--- src/rtl/alu_share_arbiter.sv ---
// alu_share_arbiter: round-robin sharing of one ALU between two requesters with registered responses
module alu_share_arbiter #(
  parameter int WIDTH = 32,
  parameter int OPW   = 3,
  parameter int CNTW  = 16
) (
  input  logic             i_clk,
  input  logic             i_reset,
  input  logic             i_req0_valid,
  output logic             o_req0_ready,
  input  logic [WIDTH-1:0] i_req0_a,
  input  logic [WIDTH-1:0] i_req0_b,
  input  logic [OPW-1:0]   i_req0_op,
  output logic             o_rsp0_valid,
  input  logic             i_rsp0_ready,
  output logic [WIDTH-1:0] o_rsp0_res,
  output logic             o_rsp0_zero,
  input  logic             i_req1_valid,
  output logic             o_req1_ready,
  input  logic [WIDTH-1:0] i_req1_a,
  input  logic [WIDTH-1:0] i_req1_b,
  input  logic [OPW-1:0]   i_req1_op,
  output logic             o_rsp1_valid,
  input  logic             i_rsp1_ready,
  output logic [WIDTH-1:0] o_rsp1_res,
  output logic             o_rsp1_zero,
  output logic [WIDTH-1:0] o_alu_srcA,
  output logic [WIDTH-1:0] o_alu_srcB,
  output logic [OPW-1:0]   o_alu_ctrl,
  input  logic [WIDTH-1:0] i_alu_res,
  input  logic             i_alu_zero,
  output logic [CNTW-1:0]  o_gnt_cnt0,
  output logic [CNTW-1:0]  o_gnt_cnt1
);
  logic             r_last;
  logic             r_v0, r_v1, r_z0, r_z1;
  logic [WIDTH-1:0] r_res0, r_res1;
  logic [CNTW-1:0]  r_cnt0, r_cnt1;
  logic             w_el0, w_el1, w_g0, w_g1;
  // a full slot being drained this cycle can be refilled in the same cycle
  assign w_el0 = i_req0_valid && (!r_v0 || i_rsp0_ready);
  assign w_el1 = i_req1_valid && (!r_v1 || i_rsp1_ready);
  assign w_g0  = w_el0 && (!w_el1 || r_last);
  assign w_g1  = w_el1 && (!w_el0 || !r_last);
  assign o_req0_ready = w_g0;
  assign o_req1_ready = w_g1;
  assign o_alu_srcA = w_g0 ? i_req0_a : w_g1 ? i_req1_a : '0;
  assign o_alu_srcB = w_g0 ? i_req0_b : w_g1 ? i_req1_b : '0;
  assign o_alu_ctrl = w_g0 ? i_req0_op : w_g1 ? i_req1_op : '0;
  assign o_rsp0_valid = r_v0;
  assign o_rsp0_res   = r_res0;
  assign o_rsp0_zero  = r_z0;
  assign o_rsp1_valid = r_v1;
  assign o_rsp1_res   = r_res1;
  assign o_rsp1_zero  = r_z1;
  assign o_gnt_cnt0   = r_cnt0;
  assign o_gnt_cnt1   = r_cnt1;
  // port 0 response slot and saturating grant counter
  always_ff @(posedge i_clk or posedge i_reset) begin
    if (i_reset) begin
      r_v0   <= 1'b0;
      r_res0 <= '0;
      r_z0   <= 1'b0;
      r_cnt0 <= '0;
    end else if (w_g0) begin
      r_v0   <= 1'b1;
      r_res0 <= i_alu_res;
      r_z0   <= i_alu_zero;
      r_cnt0 <= (r_cnt0 == '1) ? r_cnt0 : r_cnt0 + 1'b1;
    end else if (i_rsp0_ready) begin
      r_v0 <= 1'b0;
    end
  end
  // port 1 response slot and saturating grant counter
  always_ff @(posedge i_clk or posedge i_reset) begin
    if (i_reset) begin
      r_v1   <= 1'b0;
      r_res1 <= '0;
      r_z1   <= 1'b0;
      r_cnt1 <= '0;
    end else if (w_g1) begin
      r_v1   <= 1'b1;
      r_res1 <= i_alu_res;
      r_z1   <= i_alu_zero;
      r_cnt1 <= (r_cnt1 == '1) ? r_cnt1 : r_cnt1 + 1'b1;
    end else if (i_rsp1_ready) begin
      r_v1 <= 1'b0;
    end
  end
  // fairness pointer moves only on a grant; resets to 1 so port 0 wins first contention
  always_ff @(posedge i_clk or posedge i_reset) begin
    if (i_reset) r_last <= 1'b1;
    else if (w_g0) r_last <= 1'b0;
    else if (w_g1) r_last <= 1'b1;
  end
endmodule

--- config.mk ---
export PLATFORM = sky130hd
export DESIGN_NAME = alu_share_arbiter
export DESIGN_NICKNAME = d
export VERILOG_FILES = /design/src/rtl/alu_share_arbiter.sv
export SDC_FILE = /design/constraint.sdc
export NUM_CORES = 1
export LEC_CHECK = 0
export BUFFER_PORTS_ARGS = -buffer_cell sky130_fd_sc_hd__buf_4
export CAP_MARGIN = 15
export CELL_PAD_IN_SITES_DETAIL_PLACEMENT = 1
export CELL_PAD_IN_SITES_GLOBAL_PLACEMENT = 2
export CORE_UTILIZATION = 24
export CTS_CLUSTER_DIAMETER = 60
export DETAILED_ROUTE_END_ITERATION = 12
export PLACE_DENSITY_LB_ADDON = 0.1
export SYNTH_ARGS = -nofsm -noshare
export SYNTH_HDL_FRONTEND = slang
export SYNTH_SLANG_ARGS = --single-unit
export TNS_END_PERCENT = 20
--- constraint.sdc ---
create_clock -name i_clk -period 7.4 [get_ports i_clk]
set_clock_uncertainty 0.2 [all_clocks]
set_input_delay 1.11 -clock i_clk [delete_from_list [all_inputs] [get_ports i_clk]]
set_output_delay 1.11 -clock i_clk [all_outputs]
set_load 0.01 [all_outputs]
==> tab_implementation.tex <==
\begin{tabular}{lr}
\hline
Metric & Value \\
\hline
\multicolumn{2}{l}{\textbf{Worst setup path}} \\
\quad Reg2reg start & r\_last\$\_DFFE\_PP1P\_ \\
\quad FF-to-FF End & o\_rsp1\_res[8]\$\_DFFE\_PP0P\_ \\
\quad Worst EP arrival & 3.65 ns \\
\quad Ordered list of cells on the worst path & buf\_4 > and2b\_1 > a211o\_4 > clkinv\_2 > buf\_4 > a22o\_1 > buf\_4 \\
\quad Slowest stage delay, CP & about 0.6 ns \\
\quad CP max-delay cell & sky130\_fd\_sc\_hd\_\_clkinv\_2 \\
\quad Critical Path Most Common Cell & sky130\_fd\_sc\_hd\_\_buf\_4 \\
\quad Worst setup slack for register-to-register paths & 4.43 ns \\
\quad End point of the critical path & o\_alu\_srcA[4] \\
\quad Worst setup startpoint & i\_rsp1\_ready \\
\quad Largest driver fanout on the critical path & 70 \\
\quad Kind of start point of the critical path & input pin \\
\quad Kind of end point of the critical path & output pin \\
\quad Critical path required time & a little over 6 ns \\
\quad Category of the most critical setup path & input pin to output pin \\
\quad R2R cell count & 6 \\
\multicolumn{2}{l}{\textbf{STA}} \\
\quad Setup total negative slack & 0 ns \\
\quad Max frequency & 0.202 GHz \\
\quad Unrepaired setup endpoints after global routing & false \\
\quad Setup violation total in the final timing report & 0 \\
\quad Final worst-path cycle share & 67.0\% \\
\quad Fin. Hold Viols & 0 \\
\quad Min Clock Period, post-route & 4.96 ns \\
\quad Fin. max-slew vios & 0 \\
\quad Slew of the pin with the lowest slew margin & 0.775 ns \\
\quad Max-slew headroom & 48.3\% \\
\multicolumn{2}{l}{\textbf{Global route}} \\
\quad Met1 GRT Util & approximately 22\% \\
\quad Global-route wire length before repair & 32,000 um \\
\quad Number of global-route vias before repair & 5,428 \\
\quad Number of antenna violations at the first check in global routing & 0 \\
\quad Final global-route overflow total & 0 \\
\quad Pin count of the biggest net entering global routing & 71 \\
\quad GRT met3 Usage & 4.61\% \\
\quad Total GRT Usage & 19.8\% \\
\quad Met2 Use GR & around 37\% \\
\quad Global route hottest layer & met2 \\
\multicolumn{2}{l}{\textbf{Yosys}} \\
\quad Average cell area after synthesis & roughly 9.5 um\^{}2 \\
\quad Largest family of logic cells by synthesized area & simple AND/OR/NAND/NOR gates \\
\quad Share of the synthesized area in compound gates (AO/OA/AOI/OAI) & 13.1\% \\
\quad \#FFs+latches synth & 101 \\
\quad Simple-gate share of the synthesized area & 25.7\% \\
\quad Mapped Cells & 522 \\
\quad Commonest register cell after synthesis & sky130\_fd\_sc\_hd\_\_dfrtp\_1 \\
\quad Portion of synthesized cell area occupied by the leading cell type & between 50\% and 60\% \\
\quad Library cell occupying the most area in the post-synthesis netlist & sky130\_fd\_sc\_hd\_\_dfrtp\_1 \\
\quad Adder-cell area share of the yosys netlist & 0.506\% \\
\quad Post-synth EDFFs & 0 \\
\quad Area of the mapped netlist & 0.00494 mm\^{}2 \\
\quad Part of the Yosys area used for sequential elements & between 50\% and 60\% \\
\quad Post-synth ARST share & 100\% \\
\quad Cell with the most instances after synthesis & sky130\_fd\_sc\_hd\_\_nand2\_1 \\
\quad Most common library cells after synthesis & sky130\_fd\_sc\_hd\_\_nand2\_1 (212), sky130\_fd\_sc\_hd\_\_dfrtp\_1 (100), sky130\_fd\_sc\_hd\_\_a22o\_1 (67) \\
\quad Total nets after synthesis & about 700 \\
\quad Netlist cell types & 34 \\
\quad Synthesized-area fraction occupied by xor and xnor cells & 4.78\% \\
\quad Largest cells by area after synthesis & sky130\_fd\_sc\_hd\_\_dfrtp\_1 (51\%), sky130\_fd\_sc\_hd\_\_nand2\_1 (16\%), sky130\_fd\_sc\_hd\_\_a22o\_1 (12\%), sky130\_fd\_sc\_hd\_\_xor2\_1 (4.8\%), sky130\_fd\_sc\_hd\_\_buf\_2 (2.5\%) \\
\quad Number of synthesis warnings & 0 \\
\quad Multiplexer share of the synthesized area & between 1 and 1.5\% \\
\multicolumn{2}{l}{\textbf{Clock network}} \\
\quad Max clock buf depth & 2 \\
\quad CTS sink count & 101 \\
\quad Gates resized, CTS repair & 0 \\
\quad CTS tree & built \\
\quad Source-to-sink clock delay at the later pin of the worst-skew pair & 0.36 ns \\
\quad Number of buffers inserted during clock tree synthesis & 9 \\
\quad Root buf cell & sky130\_fd\_sc\_hd\_\_clkbuf\_16 \\
\quad Clock-pin slew of the registers on the worst-case setup and hold paths & $\sim$0.070 ns \\
\quad Setup Fix Bufs, Post-CTS & 0 \\
\quad CTS hold repair buffers & 0 \\
\quad Count of H-tree levels built during CTS & 3 \\
\multicolumn{2}{l}{\textbf{Min path}} \\
\quad Hold WC Path Type & flip-flop to flip-flop \\
\quad Cell depth of the worst hold path & 2 \\
\multicolumn{2}{l}{\textbf{Pwr}} \\
\quad Leak pwr & 4.26 nW \\
\quad Max IR drop VDD & 0.0940 mV \\
\quad Total power density per cell area & 270 mW/mm\^{}2 \\
\multicolumn{2}{l}{\textbf{Finish}} \\
\quad Final Non-Filler Cells & 1,121 \\
\quad Number of nets in the layout & about 1k \\
\quad Ratio of cells with drive above 1 in the final layout & between 40\% and 50\% \\
\quad Total inserted antenna cells & 0 \\
\quad Area grow syn2layout & 62.5\% \\
\multicolumn{2}{l}{\textbf{Placed design}} \\
\quad Cell count after placement & around 1.1k \\
\quad Sum of net half-perimeters after detailed placement & 16,500 um \\
\quad Quantity of I/O buffers inserted on ports & 341 \\
\quad Global placer's final weighted congestion & 0.887 \\
\multicolumn{2}{l}{\textbf{Die}} \\
\quad Area enclosed by the die boundary & 0.0212 mm\^{}2 \\
\quad Placeable core region & 0.0202 mm\^{}2 \\
\quad IO Pins & roughly 340 \\
\quad Initial core utilization & between 20\% and 30\% \\
\quad Die height & 146 um \\
\quad Horiz. Die Dim & 146 um \\
\quad Standard-cell rows & 52 \\
\multicolumn{2}{l}{\textbf{Drt}} \\
\quad Post-DR vias/cell & 4.59 \\
\quad First-iteration detailed-routing DRC count & 120 \\
\quad Total number of vias & 5,147 \\
\quad Routed Wire Length & 21,200 um \\
\quad Count of nets left with antenna violations after detail routing & 0 \\
\quad Average routed wire per standard cell & about 19 um \\
\quad \# DRC & 0 \\
\quad First-pass iteration count of the detailed router & 4 \\
\multicolumn{2}{l}{\textbf{Status}} \\
\quad Outcome & finished clean \\
\multicolumn{2}{l}{\textbf{Flow run}} \\
\quad Max-capacitance violation count & 0 \\
\hline
\end{tabular}
==> cell type report <==
class	count	area [um^2]
sequential	101	2530
clock buffer	10	239
multi-input combinational	383	2230
tap	270	338
clock inverter	5	60.1
inverter	4	20.0
fill	2386	12200
timing repair buffer	348	2610
==> worst min path at each step <==
| stage | from | endpoint | slack [ns] |
|---|---|---|---|
| 2_1_floorplan | o_rsp0_res[25]$_DFFE_PP0P_ | o_rsp0_res[25]$_DFFE_PP0P_ | 0.31 |
| 3_3_place_gp | o_rsp0_res[25]$_DFFE_PP0P_ | o_rsp0_res[25]$_DFFE_PP0P_ | 0.26 |
| 3_5_place_dp | o_rsp0_res[25]$_DFFE_PP0P_ | o_rsp0_res[25]$_DFFE_PP0P_ | 0.26 |
| 4_1_cts | o_rsp0_res[25]$_DFFE_PP0P_ | o_rsp0_res[25]$_DFFE_PP0P_ | 0.28 |
| 5_1_grt | o_rsp0_res[4]$_DFFE_PP0P_ | o_rsp0_res[4]$_DFFE_PP0P_ | 0.29 |
| 6_report | o_rsp0_res[4]$_DFFE_PP0P_ | o_rsp0_res[4]$_DFFE_PP0P_ | 0.27 |
==> logic make-up (layout without fill, tap and decap cells) <==
kind of cell | after synthesis | in the layout
AOI/OAI and AO/OA | 72 | 72
buffers and inverters | 38 | 367
adders and majority gates | 2 | 2
xor gates and xnor gates | 27 | 27
and+or+nand+nor | 277 | 277
DFF | 101 | 101
muxes | 5 | 5
==> per-stage QoR <==
step	util [%]	hold WS, ns	setup slack, ns	power [mW]	instance area (um^2)
2_1_floorplan	-	0.311	3.44	1.19	4940
6_report	39.7	0.275	2.44	2.17	8030
5_1_grt	39.7	0.288	2.26	2.29	8030
3_5_place_dp	38.2	0.265	2.40	1.71	7720
3_3_place_gp	38.2	0.259	2.45	1.69	7720
4_1_cts	39.7	0.283	2.38	2.21	8020
==> power by group <==
group / leakage [nW] / total [mW] / switching, mW / internal [mW]
registers: 1.24 / 0.830 / 0.134 / 0.696
logic: 2.87 / 0.852 / 0.428 / 0.424
clock network: 0.145 / 0.484 / 0.213 / 0.271
total: 4.26 / 2.17 / 0.775 / 1.39
==> cells in the final DEF (no fill, tap or decap), types with 9 or more instances in the layout <==
cell                        count
sky130_fd_sc_hd__buf_4        348
sky130_fd_sc_hd__nand2_1      212
sky130_fd_sc_hd__dfrtp_1      100
sky130_fd_sc_hd__a22o_1        67
sky130_fd_sc_hd__xor2_1        27
sky130_fd_sc_hd__nor3_1        11
sky130_fd_sc_hd__nand3_1        9
sky130_fd_sc_hd__nand4_1        9
sky130_fd_sc_hd__clkbuf_16      9
==> flip-flops by register name, summed over array words and instances (netlist names) <==
name,count
o_rsp0_res,32
o_rsp1_res,32
o_gnt_cnt0,16
o_gnt_cnt1,16
o_rsp0_valid,1
o_rsp0_zero,1
o_rsp1_valid,1
o_rsp1_zero,1
r_last,1
==> layer usage <==
metal  vias to the layer above  share of wire, %
met3                        24               6.5
met1                      2495                37
met5                         -                 0
met2                       204                54
met4                         0               2.2
li1                       2424                 -
==> worst max-delay path: cells and delay by family <==
family | cells | cell delay (ns)
simple gates | 1 | 0.26
compound gates | 2 | 0.83
buf+inv | 4 | 1.40
(Power assumes the default switching activity.)
